File: src/rtl/regfile_write_arbiter.sv
// ============================================================================
// Module   : regfile_write_arbiter
// Purpose  : Shares the single register-file write port between two writeback
//            requesters (A = ALU writeback, B = load writeback). One winner is
//            picked per cycle, its address/data are registered onto the
//            register-file write port, and committed writes are counted.
// Ports    : Clk, Reset_n            - clock, async active-low reset
//            ReqA/AddrA/DataA/AckA  - requester A handshake and payload
//            ReqB/AddrB/DataB/AckB  - requester B handshake and payload
//            WriteRegister/WriteData/RegWrite - register-file write port
//            Busy                   - any request pending or write in flight
//            WriteCount             - committed writes, wraps mod 2^CNT_W
// Config   : REGFILE_ARB_FIXED_PRI_EN - when defined, A wins every tie and
//            the round-robin Last register is not built.
// Revision : 1.0 - initial release
// ============================================================================
`default_nettype none

module regfile_write_arbiter #(
   parameter int ADDR_W = 5,
   parameter int DATA_W = 32,
   parameter int CNT_W  = 16
) (
   input  logic              Clk,
   input  logic              Reset_n,
   input  logic              ReqA,
   input  logic [ADDR_W-1:0] AddrA,
   input  logic [DATA_W-1:0] DataA,
   output logic              AckA,
   input  logic              ReqB,
   input  logic [ADDR_W-1:0] AddrB,
   input  logic [DATA_W-1:0] DataB,
   output logic              AckB,
   output logic [ADDR_W-1:0] WriteRegister,
   output logic [DATA_W-1:0] WriteData,
   output logic              RegWrite,
   output logic              Busy,
   output logic [CNT_W-1:0]  WriteCount
);

   // Registered state
   logic              ack_a_q,    ack_a_d;
   logic              ack_b_q,    ack_b_d;
   logic [ADDR_W-1:0] wreg_q,     wreg_d;
   logic [DATA_W-1:0] wdata_q,    wdata_d;
   logic              regwrite_q, regwrite_d;
   logic [CNT_W-1:0]  cnt_q,      cnt_d;

   // Arbitration
   logic              elig_a_w;
   logic              elig_b_w;
   logic              grant_a_w;
   logic              grant_b_w;
   logic [ADDR_W-1:0] sel_addr_w;
   logic [DATA_W-1:0] sel_data_w;

   // A requester still showing its Ack is locked out for that cycle so a
   // held Req cannot be accepted twice.
   assign elig_a_w = ReqA & ~ack_a_q;
   assign elig_b_w = ReqB & ~ack_b_q;

`ifdef REGFILE_ARB_FIXED_PRI_EN
   assign grant_a_w = elig_a_w;
`else
   typedef enum logic {
      LAST_A = 1'b0,
      LAST_B = 1'b1
   } last_t;

   last_t last_q, last_d;

   // A wins unless B is also eligible and A was the most recent winner.
   assign grant_a_w = elig_a_w & (~elig_b_w | (last_q == LAST_B));

   always_comb begin
      last_d = last_q;
      if (grant_a_w) begin
         last_d = LAST_A;
      end else if (grant_b_w) begin
         last_d = LAST_B;
      end
   end

   always_ff @(posedge Clk or negedge Reset_n) begin
      if (!Reset_n) begin
         last_q <= LAST_B;
      end else begin
         last_q <= last_d;
      end
   end
`endif

   assign grant_b_w  = elig_b_w & ~grant_a_w;
   assign sel_addr_w = grant_a_w ? AddrA : AddrB;
   assign sel_data_w = grant_a_w ? DataA : DataB;

   always_comb begin
      ack_a_d    = grant_a_w;
      ack_b_d    = grant_b_w;
      wreg_d     = wreg_q;
      wdata_d    = wdata_q;
      regwrite_d = 1'b0;
      if (grant_a_w || grant_b_w) begin
         wreg_d     = sel_addr_w;
         wdata_d    = sel_data_w;
         // r0 is hardwired zero: the request is acknowledged but not written.
         regwrite_d = (sel_addr_w != '0);
      end
      // Count at the edge where the register file actually commits.
      cnt_d = cnt_q + {{(CNT_W-1){1'b0}}, regwrite_q};
   end

   always_ff @(posedge Clk or negedge Reset_n) begin
      if (!Reset_n) begin
         ack_a_q    <= 1'b0;
         ack_b_q    <= 1'b0;
         wreg_q     <= '0;
         wdata_q    <= '0;
         regwrite_q <= 1'b0;
         cnt_q      <= '0;
      end else begin
         ack_a_q    <= ack_a_d;
         ack_b_q    <= ack_b_d;
         wreg_q     <= wreg_d;
         wdata_q    <= wdata_d;
         regwrite_q <= regwrite_d;
         cnt_q      <= cnt_d;
      end
   end

   assign AckA          = ack_a_q;
   assign AckB          = ack_b_q;
   assign WriteRegister = wreg_q;
   assign WriteData     = wdata_q;
   assign RegWrite      = regwrite_q;
   assign WriteCount    = cnt_q;
   assign Busy          = ReqA | ReqB | regwrite_q;

endmodule

`default_nettype wire

File: config.mk
export PLATFORM = sky130hd
export DESIGN_NAME = regfile_write_arbiter
export DESIGN_NICKNAME = d
export VERILOG_FILES = /design/src/rtl/regfile_write_arbiter.sv
export SDC_FILE = /design/constraint.sdc
export NUM_CORES = 1
export LEC_CHECK = 0
export BUFFER_PORTS_ARGS = -buffer_cell sky130_fd_sc_hd__buf_2
export CORE_MARGIN = 3
export CORE_UTILIZATION = 39
export CTS_CLUSTER_DIAMETER = 30
export DETAILED_ROUTE_END_ITERATION = 6
export PLACE_DENSITY = 0.75
export SYNTH_ARGS = -nofsm -noshare
export SYNTH_HDL_FRONTEND = slang
export SYNTH_SLANG_ARGS = --single-unit
File: constraint.sdc
create_clock -name Clk -period 1.6 [get_ports Clk]
set_clock_uncertainty 0.15 [all_clocks]
set_input_delay 0 -clock Clk [delete_from_list [all_inputs] [get_ports Clk]]
set_output_delay 0 -clock Clk [all_outputs]
set_load 0.01 [all_outputs]
==> parameters.txt <==
Parameter                              Value

Job
  Max-Cap Viols ... 0

Pwr
  Leakage power ... 2.36 nW
  Power per cell area ... 1160 nW/um^2
  Highest ir drop seen on vdd ... 724 uV
  Total power of the final layout ... 5.19 mW

Global routing
  Initial antenna violation count ... 0
  Remaining global-route overflow ... 0
  Number of global-route vias before repair ... 2884
  Pin count of the biggest net entering global routing ... 58
  Aggregate global-route resource usage ... 24.9%
  Wire length of the first global-routing pass ... 13800 um

STA
  Worst Setup Slack, final ... -0.0599 ns
  Final period util ... 104%
  Worst Max-Slew Pin Slew ... 0.340 ns
  # setup viols final ... 23
  Slew Limit Fails ... 0
  Achievable Freq ... 602 MHz
  Final period demand of the worst path ... 1.66 ns
  Hold Vio Cnt, Final ... 0
  RSZ-0062 raised after global routing ... true
  Worst slew slack as a fraction of its limit ... 77.3%

Place
  IO Port Bufs ... 134
  Detail Placement HPWL ... 4730 um
  Global placement routability congestion ... 0.776
  Number of cells after detailed placement ... 418

Setup path
  Top fanout value on the critical path ... 15
  Type of destination of the critical path ... flip-flop
  Endpoint arrival time on the critical path ... 1.71 ns
  Crit-path cells ... and2b_2, buf_6, a21oi_4, buf_16, a222oi_1, inv_1
  Cell with the largest stage delay on the worst path ... sky130_fd_sc_hd__dfrtp_1
  Critical Path Max Stage Delay ... 0.38 ns
  Kind of critical path ... reg2reg
  Data required, critical path ... 1.65 ns
  Startpoint class of the critical path ... flip-flop

Floorplanning
  Die Wd ... 84.4 um
  Row count ... 27
  Die height ... 84.4 um
  Floorplan core area ... 5710 sq um
  Die Area ... 7120 sq um
  Initial cell density of the core ... 42.0%
  Boundary pin count ... 135

Routing
  Antenna-violating nets left ... 0
  Avg Vias per Cell ... 5.29
  Total Wirelength ... 8740 um
  Number of DRC violations after detailed-routing iteration 0 ... 327
  DRC violations left ... 0
  Router iterations before antenna repair ... 7
  Total via count in the routed design ... 2736
  Detail-routed net length per standard cell ... 16.9 um

Logic synthesis
  Post-synth design cell area ... 2400 sq um
  Number of register bits inferred by synthesis ... 57
  Mapped Nets ... 284
  Synthesis warning total ... 0
  Average cell area after synthesis ... 11.8 sq um
  Yosys cell types ... 31
  Seq/Total Area, Yosys ... 59.6%
  Post-Synthesis Cells ... 204

Final layout
  Number of standard cells in the final layout excluding fillers ... 517
  Fraction of final layout cells with drive strength greater than 1 ... 43.6%
  Commonest non-fill, non-tap cell in the layout ... sky130_fd_sc_hd__buf_2
  Final-stage net count ... 520
  Antenna fix cells ... 0
  Fillers ... 390
  Utilization after layout ... 78.3%
  Highest-count cells in the layout ignoring fill and taps ... 134 x sky130_fd_sc_hd__buf_2, 78 x sky130_fd_sc_hd__dlygate4sd3_1, 54 x sky130_fd_sc_hd__dfrtp_1
  Area delta synth->final ... 86.4%

Clock tree
  Num CTS Buffers ... 9
  Total number of clock tree sinks ... 57
  Clk slew on worst S/H paths ... 0.06 ns
  Maximum buffer depth of the clock tree ... 2
  Number of levels the H-tree was split into ... 3
  Clock tree from TritonCTS ... done
  Later-pin clock latency in the skew report ... 0.33 ns
  CTS Root Buffer Type ... sky130_fd_sc_hd__clkbuf_8

Outcome
  Status ... finished with violations
  Violated checks ... negative setup slack

Hold path
  Tightest Hold Check Type ... in2async
final cells by class:
class | instances | area, sq um | area share, %
clock buffers | 14 | 173 | 3.86
clock inverters | 2 | 35.0 | 0.784
inverters | 34 | 128 | 2.86
multi-input cells | 102 | 887 | 19.9
flip-flops and latches | 57 | 1430 | 32.0
well taps | 72 | 90.1 | 2.02
repair buffers | 236 | 1730 | 38.6
worst max-delay path: cells and delay by family, from the launching register on:
family | cells | cell delay, ns
compound gates | 2 | 0.40
buf+inv | 3 | 0.36
flops | 1 | 0.38
simple gates | 1 | 0.25
kinds of logic (layout without fill, tap and decap cells):
logic type	after synthesis	in the layout	share of synthesized area, %
AO/OA/AOI/OAI	41	41	15.7
XOR/XNOR	14	14	5.11
AND/OR/NAND/NOR	40	40	9.45
adder cells (fa/ha/maj)	2	2	1.04
multiplexers	5	5	2.09
flip-flops	57	57	59.6
buffers and inverters	45	286	7.10
registers in the layout, summed over array words and instances (netlist names):
| name | flops |
|---|---|
| WriteData | 32 |
| AckA | 1 |
| last_q | 1 |
| RegWrite | 1 |
| WriteCount | 16 |
| AckB | 1 |
| WriteRegister | 5 |
worst paths after layout:
path	from	to	slack (ns)	depth (start not counted)
hold / removal	Reset_n	WriteCount[2]$_DFF_PN0_	0.05	3
setup / recovery	AckA$_DFF_PN0_	WriteData[17]$_DFFE_PN0P_	-0.06	6
setup reg to reg	AckA$_DFF_PN0_	WriteData[17]$_DFFE_PN0P_	-0.06	6
max in group asynchronous	Reset_n	last_q$_DFFE_PN1P_	0.95	3
hold reg to reg	WriteCount[15]$_DFF_PN0_	WriteCount[15]$_DFF_PN0_	0.31	1
min in group Clk	DataB[19]	WriteData[19]$_DFFE_PN0P_	0.28	4
what timing repair did:
action,in CTS,in global routing
hold endpoints to repair,97,0
resized for setup,5,15
setup buffers,0,4
setup endpoints to repair,35,44
pin swaps,1,12
gates cloned,1,0
hold buffers,78,0
report_power, final:
| group | leakage (nW) | total [mW] | switching, mW | internal, mW |
|---|---|---|---|---|
| clock network | 0.107 | 1.39 | 0.547 | 0.846 |
| logic | 1.55 | 1.72 | 0.841 | 0.881 |
| registers | 0.703 | 2.07 | 0.279 | 1.79 |
| total | 2.36 | 5.19 | 1.67 | 3.52 |
metal layers:
layer	wire, um	global-route usage [%]	part of all wire, %
met5	0	0	0
met1	3040	26.7	35
met4	451	17.7	5.2
met2	4500	42.7	52
met3	742	6.18	8.5
Yosys cell counts:
cell,count,area (sq um)
sky130_fd_sc_hd__or4_1,1,7.51
sky130_fd_sc_hd__nor2b_1,1,6.26
sky130_fd_sc_hd__buf_2,1,5.00
sky130_fd_sc_hd__clkbuf_1,9,33.8
sky130_fd_sc_hd__xor2_1,8,70.1
sky130_fd_sc_hd__or3_4,1,11.3
sky130_fd_sc_hd__inv_1,33,124
sky130_fd_sc_hd__buf_1,1,3.75
sky130_fd_sc_hd__o21a_1,1,7.51
sky130_fd_sc_hd__nand2b_1,2,12.5
sky130_fd_sc_hd__ha_1,2,25.0
sky130_fd_sc_hd__dfstp_2,1,26.3
sky130_fd_sc_hd__xnor2_1,6,52.6
sky130_fd_sc_hd__nor4_4,1,21.3
sky130_fd_sc_hd__nand2_1,3,11.3
sky130_fd_sc_hd__a21oi_2,1,8.76
sky130_fd_sc_hd__nor4_1,1,6.26
sky130_fd_sc_hd__a222oi_1,32,320
sky130_fd_sc_hd__dfrtp_1,56,1400
sky130_fd_sc_hd__or3_1,1,6.26
sky130_fd_sc_hd__nor2_1,10,37.5
sky130_fd_sc_hd__and3_1,1,6.26
sky130_fd_sc_hd__and2b_1,1,7.51
sky130_fd_sc_hd__a21oi_1,6,30.0
sky130_fd_sc_hd__mux2i_1,5,50.1
sky130_fd_sc_hd__nand4_1,2,12.5
sky130_fd_sc_hd__a311oi_1,1,8.76
sky130_fd_sc_hd__nor3_1,6,30.0
sky130_fd_sc_hd__nand3_1,8,40.0
sky130_fd_sc_hd__nand3_2,1,10.0
sky130_fd_sc_hd__inv_2,1,3.75
through the flow:
| step | area [sq um] | hold WS (ns) | setup TNS, ns | setup slack, ns |
|---|---|---|---|---|
| 6_report | 4470 | 0.0503 | -0.617 | -0.0599 |
| 5_1_grt | 4470 | 0.0676 | -3.74 | -0.146 |
| 4_1_cts | 4370 | 0.0615 | -0.860 | -0.0492 |
| 3_5_place_dp | 3340 | -0.122 | -0.688 | -0.0556 |
| 3_3_place_gp | 3340 | -0.124 | -0.0395 | -0.0122 |
| 2_1_floorplan | 2410 | -0.446 | 0 | 0.00224 |
Power figures use the tool's default switching activity.
